### src/rtl/alu.sv
// alu: 32-bit RISC-V integer ALU. One registered result plus a zero flag,
// one cycle of latency, updating on every rising CLK edge.
module alu #(
  parameter int WIDTH = 32
) (
  input  logic             CLK,
  input  logic             RSTa,
  input  logic [WIDTH-1:0] A,
  input  logic [WIDTH-1:0] B,
  input  logic [3:0]       OPERATION,
  output logic [WIDTH-1:0] RESULT,
  output logic             ZERO
);

  localparam int SHW = $clog2(WIDTH);

  typedef enum logic [3:0] {
    OP_AND   = 4'b0000,
    OP_OR    = 4'b0001,
    OP_ADD   = 4'b0010,
    OP_XOR   = 4'b0011,
    OP_SLL   = 4'b0100,
    OP_SRL   = 4'b0101,
    OP_SUB   = 4'b0110,
    OP_SLT   = 4'b0111,
    OP_SLTU  = 4'b1000,
    OP_PASSB = 4'b1001,
    OP_SRA   = 4'b1101
  } alu_op_e;

  logic [WIDTH-1:0] result_d, result_q;
  logic             zero_d, zero_q;

  // Only the low bits of B steer the shifter; the rest of B is ignored.
  logic [SHW-1:0]   shamt;
  logic             lt_s, lt_u;

  // Shift amount and both compare flavours, shared by the op mux.
  always_comb begin
    shamt = B[SHW-1:0];
    lt_s  = ($signed(A) < $signed(B));
    lt_u  = (A < B);
  end

  // Next-state result: decode OPERATION; unused codes produce zero.
  always_comb begin
    result_d = '0;
    case (OPERATION)
      OP_AND:   result_d = A & B;
      OP_OR:    result_d = A | B;
      OP_ADD:   result_d = A + B;
      OP_XOR:   result_d = A ^ B;
      OP_SLL:   result_d = A << shamt;
      OP_SRL:   result_d = A >> shamt;
      OP_SUB:   result_d = A - B;
      OP_SLT:   result_d = {{(WIDTH-1){1'b0}}, lt_s};
      OP_SLTU:  result_d = {{(WIDTH-1){1'b0}}, lt_u};
      OP_PASSB: result_d = B;
      OP_SRA:   result_d = WIDTH'($signed(A) >>> shamt);
      default:  result_d = '0;
    endcase
    // Zero flag comes from the same next-state value so it is never stale.
    zero_d = (result_d == '0);
  end

  // Output registers; reset clears RESULT and raises ZERO immediately.
  always_ff @(posedge CLK or negedge RSTa) begin
    if (!RSTa) begin
      result_q <= '0;
      zero_q   <= 1'b1;
    end else begin
      result_q <= result_d;
      zero_q   <= zero_d;
    end
  end

  assign RESULT = result_q;
  assign ZERO   = zero_q;

endmodule

### config.mk
export PLATFORM = sky130hd
export DESIGN_NAME = alu
export DESIGN_NICKNAME = d
export VERILOG_FILES = /design/src/rtl/alu.sv
export SDC_FILE = /design/constraint.sdc
export NUM_CORES = 1
export LEC_CHECK = 0
export CAP_MARGIN = 20
export CELL_PAD_IN_SITES_DETAIL_PLACEMENT = 0
export CELL_PAD_IN_SITES_GLOBAL_PLACEMENT = 1
export CORE_UTILIZATION = 25
export CTS_CLUSTER_DIAMETER = 100
export DETAILED_ROUTE_END_ITERATION = 7
export MAX_ROUTING_LAYER = met4
export PLACE_DENSITY_LB_ADDON = 0.1
export SLEW_MARGIN = 20
export SYNTH_ARGS = -nofsm -noshare
export SYNTH_HDL_FRONTEND = slang
export SYNTH_SLANG_ARGS = --single-unit
### constraint.sdc
create_clock -name CLK -period 1.65 [get_ports CLK]
set_clock_uncertainty 0.05 [all_clocks]
set_input_delay 0.33 -clock CLK [delete_from_list [all_inputs] [get_ports CLK]]
set_output_delay 0.33 -clock CLK [all_outputs]
set_load 0.03 [all_outputs]
---- Word-level counts from Yosys, hierarchy flattened ----
Index checks and enable logic that the tools add are counted.
word-level totals
  register bits ........................... 33
  word-level logic and storage cells ...... 25
  output and inout bits ................... 33
  bits of input ports ..................... 70
cells by class
  muxes and demuxes ....................... 1
  shift operators ......................... 3
  bitwise operators ....................... 3
  $add $sub $neg .......................... 2
  order comparisons ....................... 2
  equal/unequal tests ..................... 10
  reductions and logical operators ........ 2
operators with widths
  cell                number
  $pmux 32 s11        1
  $lt 32x32->1        2
  $add 32x32->32      1
  $and 32x32->32      1
  $logic_not 32->1    1
  $or 32x32->32       1
  $shl 32x5->32       1
  $shr 32x5->32       1
  $sshr 32x5->32      1
  $sub 32x32->32      1
  $xor 32x32->32      1
  $eq 4x3->1 const B  4
  $eq 4x4->1 const B  3
  $eq 4x2->1 const B  2
  $eq 4x1->1 const B  1
  $logic_not 4->1     1

---- Logic depth before layout (Yosys ltp) ----
Gate-level depths: netlist of the first run.
  depth after elaboration ................. 3
  depth in mapped cells ................... 19
  depth with buffers taken out ............ 14

---- Worst setup path before layout of the first run ----
No wires, ideal clock.
  path kind ............................... input-to-reg
  from .................................... in B[2]
  to ...................................... reg zero_q (netlist: ZERO)
  stages on the path ...................... 19
  setup slack ............................. -3.625 ns
  required time ........................... 1.511 ns
  arrival time ............................ 5.135 ns
  path buffers ............................ 6
  library setup time ...................... 0.089 ns
  cell sequence ........................... clkbuf_1 -> inv_1 -> clkbuf_1 -> clkbuf_1 -> buf_2 -> buf_1 -> ha_1 -> clkbuf_1 -> a21oi_1 -> o21bai_1 -> xor2_1 -> a22oi_1 -> nand4_1 -> or4b_1 -> or4b_1 -> nor4_1 -> nand4b_1 -> or4_1 -> nor4b_2
on the way
  cells in the longest elaborated chain, start to end .. 3
  elaborated cells on any way between the ends .. 12
  classes of those cells .................. add/sub (2); order compare (2); shift (3); mux (1); bitwise (3); reduce/logical (1)
RTL lines
  item                                          line  text
  from (decl)                                   9     input logic [WIDTH-1:0] B,
  $sub 32x32->32, or another cell as far along  55    OP_SUB: result_d = A - B;
  $pmux 32 s11 *                                48    case (OPERATION)
  via result_d[4]                               31    logic [WIDTH-1:0] result_d, result_q;
  $logic_not 32->1 *                            63    zero_d = (result_d == '0);
  via zero_d                                    32    logic zero_d, zero_q;
  to (signal assigned)                          73    zero_q <= zero_d;
  to (decl)                                     32
The timed path passes the listed nets; every way through them passes the cells marked *.

---- Worst setup path in the final report of the first run ----
  from .................................... in B[0]
  to ...................................... reg zero_q (netlist: ZERO)
Same word-level chain as after synthesis.

==> impl_results.md, run 1 <==
* Commonest cells after routing, fill and taps aside: buf_4 (672), nand2_1 (116), buf_6 (108)
* Max frequency at ~250 MHz
* Mapped Cells at about 1,400
* Synth warn at 0
* HPWL after DPL at 62,120 um
* Drt via density at roughly 5.7
* Nets at around 2,400
* Site row count at 75
* Clock slew at reported path FFs at 0.08 ns
* RSZ-0062 raised after global routing: yes
* Num CTS Buffers at 5
* Die height at around 210 um
* CTS Buffer Depth at 2
* Synth area leader: ha_1
* Detail Route Antenna Nets at 0
* Fin area at approximately 21,000 um^2
* VDD IR max at 0.3594 mV
* Critical Path AT at between 4 and 5 ns
* Share of cells above drive strength 1 at 0.5572
* Pin count of the biggest net entering global routing at 34
* Final worst path period share at 2.458
* Busiest grt layer: met2
* Pleak at 9.400 nW
* Headroom to the max-slew limit at 0.5196
* Met1 usage at 0.4967
* Vias at 15,850
* Grt ovf at 0
* Worst hold margin at between 0.4 and 0.5 ns
* Top cells by area, synth: ha_1 (11%), mux4_2 (7.7%), dfrtp_1 (7.6%)
* Area after DPL at 17,430 um^2
* DRT iter0 DRCs at ~1,400
* Startpoint types: primary input
* Status: finished with violations
* Syn Std Cell Area at between 10,000 and 15,000 um^2
* Die ar. at approximately 43,000 um^2
* Primary FF master, synth: dfrtp_1
* Met2 usage at 0.5386
* Post-synth EDFFs at 0
* GR met3 Demand/Resource at 0.03540
* Post-synthesis sequential area ratio at 0.07812
* CTS H-Tree Depth at 2
* TritonCTS clock tree: done
* Final WS setup at -2.407 ns
* Post-Syn Nets at about 1,600
* Power Dens Cells at 483.8 nW/um^2
* # setup viols final at 33
* Worst Tran Pin Value at between 0.7 and 0.8 ns
* Buffers on Ports at 102
* Ports at ~100
* Synth cell types at 84
* Chip width at ~210 um
* Detailed Routing Iterations Pass 1 at 5
* Share of Yosys cell area claimed by the top area cell type at 0.1146
* Vias in the first global route at between 15,000 and 20,000
* Initial antenna violation count at 0
* DRC violations left at 0
* First-pass GRT wire length at around 110,000 um
* Mapped Avg Cell Area at around 7.3 um^2
* Most common cell after layout, fill and taps aside: buf_4
* Violated checks: negative setup slack
* Total Wirelength at approximately 77,000 um
* Power, Total at approximately 10 mW
* Core footprint at around 42,000 um^2
* CP Max Fanout at 6
* Wire per inst at between 20 and 30 um
* CP Capture Type: register
* Max Cap Violations at 0
* WP data required at ~1.8 ns
* Total track usage at 0.3551
* Crit Path Category: primary input to register
* Starting Density at 0.2529
* Async SR Flop Fraction at 1.000
* Tmin final at 4.057 ns
* Yosys reg bits at 33
* Slew Limit Fails at 0
* Type of the tightest min-delay check: primary input to asynchronous set/reset pin
* RD Place Congestion at approximately 1.1
* Layout area overhead at 95.70%
* Root Buffer: clkbuf_16
* Clock sink count at 33
* Final hold violations at 0
-- critical path, stage by stage --
cell and delay [ns]:
buf_12 0.12, buf_12 0.13, buf_6 0.11, buf_6 0.11, buf_4 0.13, mux4_2 0.46
nand2_1 0.09, nand2_1 0.11, nand3_1 0.15, nand4_1 0.14, or4b_4 0.53, or4b_4 0.57
nor4_4 0.32, nand4b_1 0.22, or4_4 0.47, nor4b_4 0.21
-- through the flow --
stage / std cells / TNS, ns / worst slack (ns) / util
CTS: 2755 / -37.79 / -2.366 / 0.4697
global placement: 2666 / -65.78 / -3.420 / 0.4164
global route: 2786 / -38.60 / -2.453 / 0.4949
detailed placement: 2666 / -65.79 / -3.463 / 0.4164
floorplan: 1449 / -39.34 / -2.487 / -
finish: 2787 / -37.40 / -2.407 / 0.4950
-- Yosys cell counts, types with 14 or more instances --
master and number:
nand2_1 133, nor2_1 109, inv_1 99, a21oi_1 98, ha_1 97, clkbuf_1 84, o21ai_0 72, mux2i_1 70
nand3_1 47, nor3_1 39, mux4_2 36, dfrtp_1 32, o22ai_1 30, a22oi_1 27, o211ai_1 27, a211oi_1 24
mux2_2 24, nand2b_1 24, a21o_1 21, nor4_1 19, a31oi_1 18, nor2b_1 15, a221oi_1 14, nand4_1 14
-- registers in the layout, summed over array words and instances (netlist names) --
register	count
RESULT	32
ZERO	1
-- path summary, 6_finish.rpt --
path / from / to / slack, ns
hold / removal: RSTa / RESULT[25]$_DFF_PN0_ / 0.45
max in group asynchronous: RSTa / ZERO$_DFF_PN1_ / 0.82
min in group CLK: B[5] / RESULT[5]$_DFF_PN0_ / 0.55
setup / recovery: B[0] / ZERO$_DFF_PN1_ / -2.41
-- power breakdown --
group / switching (mW) / total (mW) / internal, mW
clock network: 0.523 / 1.28 / 0.759
logic: 4.10 / 7.79 / 3.68
registers: 0.0281 / 0.954 / 0.926
total: 4.65 / 10.0 / 5.37
-- timing repair --
item / 4_1_cts / 5_1_grt
hold buffers: 1 / 0
pin swaps: 101 / 95
endpoints found under the setup margin: 65 / 33
setup buffers: 86 / 42
hold endpoints to repair: 32 / 0
resized for setup: 467 / 255
-- kinds of logic (layout without fill, tap and decap cells) --
logic type	after synthesis	in the layout	synth area share
muxes	132	132	0.1711
AOI/OAI and AO/OA	490	490	0.3236
other	0	1	0
DFF	33	33	0.07812
adders and majority gates	99	99	0.1184
xor gates and xnor gates	9	9	0.007446
buffers and inverters	214	1012	0.08179
and+or+nand+nor	472	472	0.2195
-- layout make-up --
cell class | instances | area (um^2)
antenna | 1 | 2.502
clock buffer | 6 | 138.9
clock inverter | 2 | 37.54
fill | 4196 | 21140
inverter | 100 | 411.6
multi-input combinational | 1202 | 11040
sequential | 33 | 827.0
tap | 539 | 674.4
timing repair buffer | 904 | 7590
-- routing by layer --
| metal | up-vias | share of wire |
|---|---|---|
| li1 | 7136 | - |
| met1 | 7939 | 0.47 |
| met2 | 662 | 0.44 |
| met3 | 109 | 0.060 |
| met4 | 0 | 0.030 |
| met5 | - | 0 |
Power figures use the tool's default switching activity.
==> inputs of run 2 (changes only) <==
Settings changed: GPL_TIMING_DRIVEN set to 1.
==> results of run 2 <==
The final DEF is identical to that of run 1; final timing and power are the same.
==> inputs of run 3 (changes only) <==
Settings changed: DONT_BUFFER_PORTS set to 1, HOLD_SLACK_MARGIN set to 0.12.
==> impl_results.md, run 3 (synthesis results as in run 1) <==
* Status: finished with violations
* Violated checks: negative setup slack
* Net Switching at around 3.8 mW
* Initial antenna violation count at 1
* TritonCTS clock tree: done
* Tmin final at ~3.9 ns
* Crit Path Category: primary input to register
* CP Capture Type: register
* Buffers on Ports at 0
* VDD IR max at 0.3606 mV
* Detailed Routing Iterations Pass 1 at 7
* Worst Tran Pin Value at roughly 0.78 ns
* Commonest cells after routing, fill and taps aside: buf_4 (575), nand2_1 (128), nor2_1 (104)
* Area after DPL at about 15,000 um^2
* Max Cap Violations at 0
* Detail Route Antenna Nets at 0
* Switching fraction of total power at 0.4553
* Grt ovf at 0
* Ports at between 100 and 150
* Wire per inst at between 20 and 30 um
* RSZ-0062 raised after global routing: yes
* Critical Path AT at 4.03 ns
* Worst hold margin at 0.2360 ns
* Vias at 14,700
* Power Dens Cells at roughly 480 nW/um^2
* Type of the tightest min-delay check: primary input to register
* Nets at 2,142
* Clock sink count at 33
* Clock slew at reported path FFs at 0.07 ns
* Combinational power share at 0.723
* Internal power at 4.492 mW
* CP Max Fanout at 86
* Max reg flops at 32
* Die ar. at between 40,000 and 50,000 um^2
* Total track usage at 0.3374
* Ant. Diodes at 0
* Die height at between 200 and 250 um
* # setup viols final at 33
* Total Wirelength at a little over 70,000 um
* Fin area at 17,300 um^2
* Clock power frac at 0.128
* Pleak at roughly 7.7 nW
* Final Util at 0.4134
* First-pass GRT wire length at 103,300 um
* Slew Limit Fails at 0
* Pin count of the biggest net entering global routing at between 80 and 90
* Root Buffer: clkbuf_16
* Final worst path period share at 2.342
* Chip width at around 210 um
* Max frequency at between 200 and 300 MHz
* Vias in the first global route at roughly 14,000
* Power, Total at approximately 8.2 mW
* Final WS setup at -2.214 ns
* Share of cells above drive strength 1 at 0.4562
* CTS Buffer Depth at 2
* Num CTS Buffers at 5
* WP data required at between 1.5 and 2 ns
* Site row count at 75
* Startpoint types: primary input
* Flop pwr share at 0.149
* Starting Density at 0.2529
* Headroom to the max-slew limit at 0.4672
* DRC violations left at 0
* HPWL after DPL at 56,790 um
* Most common cell after layout, fill and taps aside: buf_4
* Layout area overhead at 63.44%
* Drt via density at 5.850
* Final hold violations at 0
* Core footprint at between 40,000 and 50,000 um^2
* Fin Setup TNS at -32.85 ns
* RD Place Congestion at a little over 1
* CTS H-Tree Depth at 2
* DRT iter0 DRCs at 1,489
run 3: what timing repair did:
action / 4_1_cts / 5_1_grt
pin swaps: 77 / 74
resized for setup: 158 / 107
endpoints found under the setup margin: 33 / 33
cloned: 1 / 0
hold buffers: 2 / 0
buffers inserted: 34 / 40
endpoints found under the hold margin: 33 / 0
run 3: through the flow:
stage | setup slack [ns] | std cells
floorplan | -2.487 | 1449
global placement | -3.239 | 2442
detailed placement | -3.211 | 2442
CTS | -2.256 | 2478
global route | -2.239 | 2512
finish | -2.214 | 2512
run 3: final timing paths:
kind / startpoint / end / slack [ns] / cells past startpoint
min in group asynchronous: RSTa / RESULT[21]$_DFF_PN0_ / 0.51 / 2
min: B[6] / RESULT[6]$_DFF_PN0_ / 0.24 / 3
max in group asynchronous: RSTa / ZERO$_DFF_PN1_ / 0.78 / 2
max: B[0] / ZERO$_DFF_PN1_ / -2.21 / 15
run 3: layout make-up:
type,instances,area [um^2]
tap,539,674.4
sequential,33,827.0
clock inverter,1,7.507
multi-input combinational,1202,10190
clock buffer,6,138.9
inverter,100,437.9
fill,4378,24550
timing repair buffer,631,5027
run 3: worst max-delay path, cell delays in order:
cell and delay [ns]:
ha_4 0.16, fa_2 0.36, o21bai_1 0.19, buf_4 0.14, nand3b_1 0.16, buf_4 0.19
nand3_4 0.07, a211oi_4 0.07, o31a_1 0.29, a221o_1 0.35, a221o_1 0.37, nor4_4 0.33
nand4b_1 0.28, or4_4 0.49, nor4b_2 0.23
run 3: per-layer routing:
metal  vias up  track usage  share of wire
met5         -            -              0
met4         0      0.07944          0.031
met3       120      0.04085          0.071
met2       686       0.5113           0.44
met1      7308       0.4741           0.46
li1       6581            -              -
run 3: power groups by stage:
| stage | Sequential, mW | Combinational (mW) | Clock, mW |
|---|---|---|---|
| after floorplan | 1.22 | 2.50 | 0 |
| after global placement | 1.25 | 5.02 | 0 |
| after detailed placement | 1.24 | 4.98 | 0 |
| after CTS | 1.23 | 5.49 | 1.09 |
| after global routing | 1.24 | 6.26 | 1.12 |
| final | 1.23 | 5.96 | 1.06 |
